===== config.mk =====
export PLATFORM = sky130hd
export DESIGN_NAME = single_float_to_fixed
export DESIGN_NICKNAME = d
export VERILOG_FILES = /design/src/rtl/single_float_to_fixed_pkg.sv /design/src/rtl/single_float_to_fixed.sv
export SDC_FILE = /design/constraint.sdc
export NUM_CORES = 1
export LEC_CHECK = 0
export CAP_MARGIN = 10
export CORE_MARGIN = 2
export CORE_UTILIZATION = 54
export CTS_BUF_LIST = sky130_fd_sc_hd__clkbuf_8
export DETAILED_ROUTE_END_ITERATION = 10
export PLACE_DENSITY = 0.85
export SYNTH_ARGS = -nofsm -noshare
export SYNTH_HDL_FRONTEND = slang
export SYNTH_SLANG_ARGS = --single-unit

===== constraint.sdc =====
create_clock -name clk -period 3.5 [get_ports clk]
set_input_delay 0.35 -clock clk [delete_from_list [all_inputs] [get_ports clk]]
set_output_delay 0.35 -clock clk [all_outputs]
set_load 0.01 [all_outputs]

===== src/rtl/single_float_to_fixed_pkg.sv =====
`default_nettype none
// ============================================================================
// Module   : single_float_to_fixed_pkg
// Purpose  : Shared definitions for the iterative float-to-fixed converter:
//            the FSM state encoding and the default float/fixed geometry.
//            The geometry constants are the defaults for the converter's
//            parameters. The converter derives its field positions,
//            all-ones exponent and saturation values from those parameters.
// Ports    : none (package)
// Revision : 1.0  initial release
// ============================================================================
package single_float_to_fixed_pkg;

  // Converter sequencing: accept -> classify -> iterative shift -> sign/pack.
  typedef enum logic [1:0] {
    ST_IDLE   = 2'd0,
    ST_DECODE = 2'd1,
    ST_SHIFT  = 2'd2,
    ST_PACK   = 2'd3
  } state_t;

  // Default IEEE-754 single-precision geometry.
  localparam int          c_dwidth         = 32;
  localparam int          c_exponent_width = 8;
  localparam logic [7:0]  c_bias           = 8'd127;

  // Default fixed-point output geometry (Q15.16).
  localparam int          c_fixed_width    = 32;
  localparam int          c_frac_bits      = 16;

endpackage : single_float_to_fixed_pkg
`default_nettype wire


===== src/rtl/single_float_to_fixed.sv =====
`default_nettype none
// ============================================================================
// Module   : single_float_to_fixed
// Purpose  : Iterative IEEE-754 single-precision to signed fixed-point
//            converter. The mantissa is denormalised by shifting one bit per
//            cycle into a FIXED_WIDTH two's-complement word with FRAC_BITS
//            fraction bits. Out-of-range values, Inf and NaN saturate or are
//            flagged.
// Ports    : clk       in   1            clock, all state on posedge
//            rst       in   1            synchronous active-high reset
//            a         in   DWIDTH       float operand, sampled in IDLE
//            ip_ready  in   1            request strobe, ignored when busy
//            valid     out  1            one-cycle result pulse
//            fixed_out out  FIXED_WIDTH  signed result, held until next one
//            overflow  out  1            saturation/NaN flag for fixed_out
// Revision : 1.0  initial release
// ============================================================================
module single_float_to_fixed
  import single_float_to_fixed_pkg::*;
#(
  parameter int                        DWIDTH         = c_dwidth,
  parameter int                        EXPONENT_WIDTH = c_exponent_width,
  parameter logic [EXPONENT_WIDTH-1:0] BIAS           = c_bias,
  parameter int                        FIXED_WIDTH    = c_fixed_width,
  parameter int                        FRAC_BITS      = c_frac_bits
) (
  input  logic                   clk,
  input  logic                   rst,
  input  logic [DWIDTH-1:0]      a,
  input  logic                   ip_ready,
  output logic                   valid,
  output logic [FIXED_WIDTH-1:0] fixed_out,
  output logic                   overflow
);

  localparam int c_mw = DWIDTH - EXPONENT_WIDTH - 1;  // stored fraction bits
  localparam int c_sw = EXPONENT_WIDTH + 2;           // signed shift width

  localparam logic [EXPONENT_WIDTH-1:0] c_exp_ones = '1;
  localparam logic [FIXED_WIDTH-1:0]    c_sat_pos  = {1'b0, {(FIXED_WIDTH-1){1'b1}}};
  localparam logic [FIXED_WIDTH-1:0]    c_sat_neg  = {1'b1, {(FIXED_WIDTH-1){1'b0}}};

  // Shift amount s = exp - BIAS - c_mw + FRAC_BITS. c_s_adj folds the constant
  // terms. c_s_hi is the largest left shift that keeps the (c_mw+1)-bit
  // mantissa inside FIXED_WIDTH. Right shifts beyond c_s_lo can only give 0.
  localparam logic signed [c_sw-1:0] c_s_adj = c_sw'(FRAC_BITS - c_mw);
  localparam logic signed [c_sw-1:0] c_s_hi  = c_sw'(FIXED_WIDTH - c_mw - 1);
  localparam logic signed [c_sw-1:0] c_s_lo  = c_sw'(-(c_mw + 1));

  state_t                   state_q, state_d;
  logic                     sign_q, sign_d;
  logic [EXPONENT_WIDTH-1:0] exp_q, exp_d;
  logic [c_mw:0]            man_q, man_d;
  logic [FIXED_WIDTH-1:0]   mag_q, mag_d;
  logic                     sat_q, sat_d;
  logic                     ovf_q, ovf_d;
  logic                     dir_q, dir_d;       // 1: shift left, 0: shift right
  logic [c_sw-1:0]          cnt_q, cnt_d;
  logic                     valid_q, valid_d;
  logic [FIXED_WIDTH-1:0]   fixed_q, fixed_d;
  logic                     overflow_q, overflow_d;

  logic signed [c_sw-1:0]   w_s;
  logic [c_sw-1:0]          w_s_abs;
  logic                     w_frac_zero;

  always_comb begin
    w_s         = $signed({2'b00, exp_q}) - $signed({2'b00, BIAS}) + c_s_adj;
    w_s_abs     = w_s[c_sw-1] ? (-w_s) : w_s;
    w_frac_zero = (man_q[c_mw-1:0] == '0);
  end

  always_comb begin
    state_d    = state_q;
    sign_d     = sign_q;
    exp_d      = exp_q;
    man_d      = man_q;
    mag_d      = mag_q;
    sat_d      = sat_q;
    ovf_d      = ovf_q;
    dir_d      = dir_q;
    cnt_d      = cnt_q;
    valid_d    = 1'b0;
    fixed_d    = fixed_q;
    overflow_d = overflow_q;

    case (state_q)
      ST_IDLE: begin
        if (ip_ready) begin
          sign_d  = a[DWIDTH-1];
          exp_d   = a[DWIDTH-2 -: EXPONENT_WIDTH];
          man_d   = {1'b1, a[c_mw-1:0]};
          state_d = ST_DECODE;
        end
      end

      ST_DECODE: begin
        mag_d = '0;
        sat_d = 1'b0;
        ovf_d = 1'b0;
        dir_d = 1'b0;
        cnt_d = '0;
        if (exp_q == '0) begin
          // Zero and denormals are far below one LSB: result is 0.
        end else if (exp_q == c_exp_ones) begin
          // Inf saturates by sign; NaN yields 0. Both are flagged.
          ovf_d = 1'b1;
          sat_d = w_frac_zero;
        end else if (w_s > c_s_hi) begin
          sat_d = 1'b1;
          ovf_d = 1'b1;
        end else if (w_s == c_s_hi) begin
          // Only -2^(FIXED_WIDTH-1) itself is representable at this shift.
          sat_d = 1'b1;
          ovf_d = !(sign_q && w_frac_zero);
        end else if (w_s < c_s_lo) begin
          // Truncates to zero.
        end else begin
          mag_d = FIXED_WIDTH'(man_q);
          dir_d = !w_s[c_sw-1];
          cnt_d = w_s_abs;
        end
        state_d = (cnt_d != '0) ? ST_SHIFT : ST_PACK;
      end

      ST_SHIFT: begin
        mag_d = dir_q ? (mag_q << 1) : (mag_q >> 1);
        cnt_d = cnt_q - c_sw'(1);
        if (cnt_q == c_sw'(1)) begin
          state_d = ST_PACK;
        end
      end

      ST_PACK: begin
        if (sat_q) begin
          fixed_d = sign_q ? c_sat_neg : c_sat_pos;
        end else begin
          fixed_d = sign_q ? (-mag_q) : mag_q;
        end
        overflow_d = ovf_q;
        valid_d    = 1'b1;
        state_d    = ST_IDLE;
      end

      default: state_d = ST_IDLE;
    endcase
  end

  always_ff @(posedge clk) begin
    if (rst) begin
      state_q    <= ST_IDLE;
      sign_q     <= 1'b0;
      exp_q      <= '0;
      man_q      <= '0;
      mag_q      <= '0;
      sat_q      <= 1'b0;
      ovf_q      <= 1'b0;
      dir_q      <= 1'b0;
      cnt_q      <= '0;
      valid_q    <= 1'b0;
      fixed_q    <= '0;
      overflow_q <= 1'b0;
    end else begin
      state_q    <= state_d;
      sign_q     <= sign_d;
      exp_q      <= exp_d;
      man_q      <= man_d;
      mag_q      <= mag_d;
      sat_q      <= sat_d;
      ovf_q      <= ovf_d;
      dir_q      <= dir_d;
      cnt_q      <= cnt_d;
      valid_q    <= valid_d;
      fixed_q    <= fixed_d;
      overflow_q <= overflow_d;
    end
  end

  assign valid     = valid_q;
  assign fixed_out = fixed_q;
  assign overflow  = overflow_q;

endmodule : single_float_to_fixed
`default_nettype wire


==> flow_metrics.tcl <==
set metrics [dict create \
    setup_ws_ns -0.00385 \
    vdd_ir_drop_max_mv 0.457 \
    die_area_mm2 0.0132 \
    slew_headroom 0.253 \
    drt_first_iter_violations 605 \
    grtUsageTotal 0.261 \
    clk_latency_ns 0.46 \
    syn_nets 916 \
    yosysSeqAreaShare 0.344 \
    start_util 0.553 \
    multiInputGateArea_mm2 0.00414 \
    startpoint_type "register" \
    grt_pass1_vias 5969 \
    p_leak_nw 2.83 \
    setup_violations 2 \
    die_w_um 115 \
    area_growth_pct 22.0 \
    wl_met1_mm 7.24 \
    rsz0062_at_grt "yes" \
    crit_fanout 8 \
    vias_per_cell 5.95 \
    overflow 0 \
    postCtsHoldBufs 0 \
    cts_tree "done" \
    p_per_area_mw_per_mm2 763 \
    final_cell_mix "nor2_1, dfxtp_1, nand2_1" \
    ioPinCount 69 \
    critPathSlowestCell "dfxtp_4" \
    drv_slew 0 \
    hold_viol 0 \
    worstPathRequired_ns 3.87 \
    syn_area_mm2 0.00664 \
    fp.dieH_um 115 \
    antenna_found_initial 0 \
    ff_latch_area_mm2 0.00229 \
    period_share 1.00 \
    post-route-drc-count 0 \
    violations "setup timing" \
    grt_pass1_wl_mm 27.8 \
    top_layer "met4" \
    placed_area_mm2 0.00745 \
    worstSetupEndpointType "register" \
    path_class "reg -> reg" \
    hold_path_class "in -> reg" \
    cp_cell_sequence "clkinvlp_4 -> ha_4 -> and4bb_2 -> nor4_4 -> o211ai_2 -> xnor2_2 -> nand3_2 -> ha_4 -> nor4_2 -> o211ai_1 -> a21oi_4 -> buf_12 -> clkbuf_16 -> a21oi_1 -> a211oi_1" \
    core_area_mm2 0.0120 \
    synth-main-ff-cell "dfxtp_1" \
    ys_async_sr_fraction 0 \
    portBuffers 68 \
    setup-tns-final_ns -0.00563 \
    dr.pass1.iters 6 \
    row_count 40 \
    synth_cells 868 \
    syn_avg_cell_area_um2 7.65 \
    synth-seq-cells 114 \
    path_clk_slew_ns 0.07 \
    antenna_left 0 \
    synth_enable_flop_cells 0 \
    fmax_ghz 0.285 \
    final_common_cell "nor2_1" \
    clockBufferDepth 2 \
    route.met3.wl_um 705 \
    vias 6377 \
    root_buffer "clkbuf_8" \
    finalCriticalPeriod_ns 3.50 \
    arrival_ns 3.88 \
    cap_violations 0 \
    ys_warn_count 0 \
    final_cell_area_mm2 0.00810 \
    wl_per_cell_um 16.1 \
    drive_above_1_share 0.131 \
    htreeDepth 4 \
    worst_pin_slew_ns 1.12 \
    wl_met2_mm 8.92 \
    status "finished, violations left" \
    clkSinkCount 114 \
    max_stage_delay_ns 0.39 \
    drt-total-wl_mm 17.3 \
    numCtsBuffers 17 \
    dpl.hpwl_mm 11.0 \
    gp_congestion 0.915 \
    clock_skew_ns 0.0180 \
    diodes 0 \
    cpMostUsedCell "ha_4" \
    fill_cells 976 \
    netlist-cell-type-count 73 \
    grt_max_degree 83 \
    nets 960 \
]
[worst paths after layout]
path         startpoint   endpoint  slack (ns)  cells past startpoint
max            exp_q[0]  mag_q[19]      -0.004                     15
min               a[24]   exp_q[1]        0.44                      3
max reg2reg    exp_q[0]  mag_q[19]      -0.004                     15
min reg2reg    cnt_q[9]   cnt_q[9]        0.46                      2
[where the power goes]
group	internal [mW]	switching, mW
sequential	1.57	0.401
combinational	1.24	1.64
clock	0.792	0.544
[logic make-up after synthesis]
group	count (synthesis)	synth area share
flip-flops	114	0.344
AO/OA/AOI/OAI	233	0.222
adder cells (fa/ha/maj)	13	0.0245
AND/OR/NAND/NOR	347	0.252
XOR/XNOR	24	0.0317
buffers and inverters	91	0.0552
multiplexers	46	0.0707
[repair_timing]
action | CTS | global route
setup buffers | 1 | 4
pin swaps | 3 | 34
gates resized for setup | 2 | 21
setup endpoints to repair | 17 | 33
cloned | 0 | 3
[stage by stage]
step	power, mW	worst slack (ns)	utilization	hold WS, ns	std cells
2_1_floorplan	3.89	0.0199	-	0.425	868
6_report	6.18	-0.00385	0.674	0.443	1071
4_1_cts	5.92	0.000140	0.657	0.436	1064
3_5_place_dp	4.56	-0.0213	0.620	0.454	1032
5_1_grt	6.59	-0.158	0.674	0.441	1071
3_3_place_gp	4.50	0.101	0.620	0.443	1032
[critical path, delay by kind of cell, from the launching register on]
kind	cells	cell delay, ns
adder cells (fa/ha/maj)	2	0.47
XOR/XNOR	1	0.25
AND/OR/NAND/NOR	4	1.00
flip-flops	1	0.39
AO/OA/AOI/OAI	5	0.89
buffers and inverters	3	0.40
[flip-flops by register name, summed over array words and instances (netlist names)]
signal,cells
cnt_q,10
valid,1
dir_q,1
mag_q,32
exp_q,8
sign_q,1
fixed_out,32
state_q,2
sat_q,1
ovf_q,1
overflow,1
man_q,24
[Yosys cell counts, types with 2 or more instances]
cell type / number / area (µm²)
a21boi_0: 3 / 22.5
a21o_1: 3 / 22.5
o31ai_1: 4 / 30.0
buf_6: 2 / 22.5
o221a_2: 2 / 22.5
mux2_2: 7 / 78.8
a31oi_1: 6 / 37.5
mux2i_1: 39 / 390
dfxtp_1: 114 / 2280
xnor2_1: 13 / 114
nand4_1: 8 / 50.1
inv_1: 15 / 56.3
nand3_1: 12 / 60.1
o311ai_0: 2 / 17.5
and2_1: 7 / 43.8
o221ai_1: 4 / 35.0
o2111ai_1: 2 / 17.5
o211ai_1: 4 / 30.0
a21oi_1: 100 / 500
or4b_1: 2 / 20.0
nor3_1: 17 / 85.1
clkbuf_1: 58 / 218
buf_1: 10 / 37.5
and3_1: 4 / 25.0
o21ai_1: 3 / 15.0
xor2_1: 11 / 96.3
nor2b_1: 13 / 81.3
a211oi_1: 40 / 300
nor2_1: 130 / 488
nand2b_1: 14 / 87.6
ha_1: 13 / 163
and4b_1: 2 / 20.0
nand4b_1: 3 / 26.3
or3_1: 10 / 62.6
nor4_1: 13 / 81.3
or4_1: 2 / 15.0
buf_2: 5 / 25.0
o21ai_0: 33 / 165
a211o_1: 9 / 78.8
nand2_1: 96 / 360
[area by class of cell]
type                       count  share of cell area
timing repair buffer         101               0.122
clock buffer                  22              0.0374
multi-input combinational    663               0.512
inverter                      15             0.00742
tap                          147              0.0227
clock inverter                 9              0.0161
sequential                   114               0.283
[per-layer routing]
layer	track usage	vias to the layer above
met1	0.311	3007
met4	0.100	0
met2	0.458	174
li1	-	3158
met5	0	-
met3	0.0580	38
Note: power is estimated with default switching activity, not from simulation.
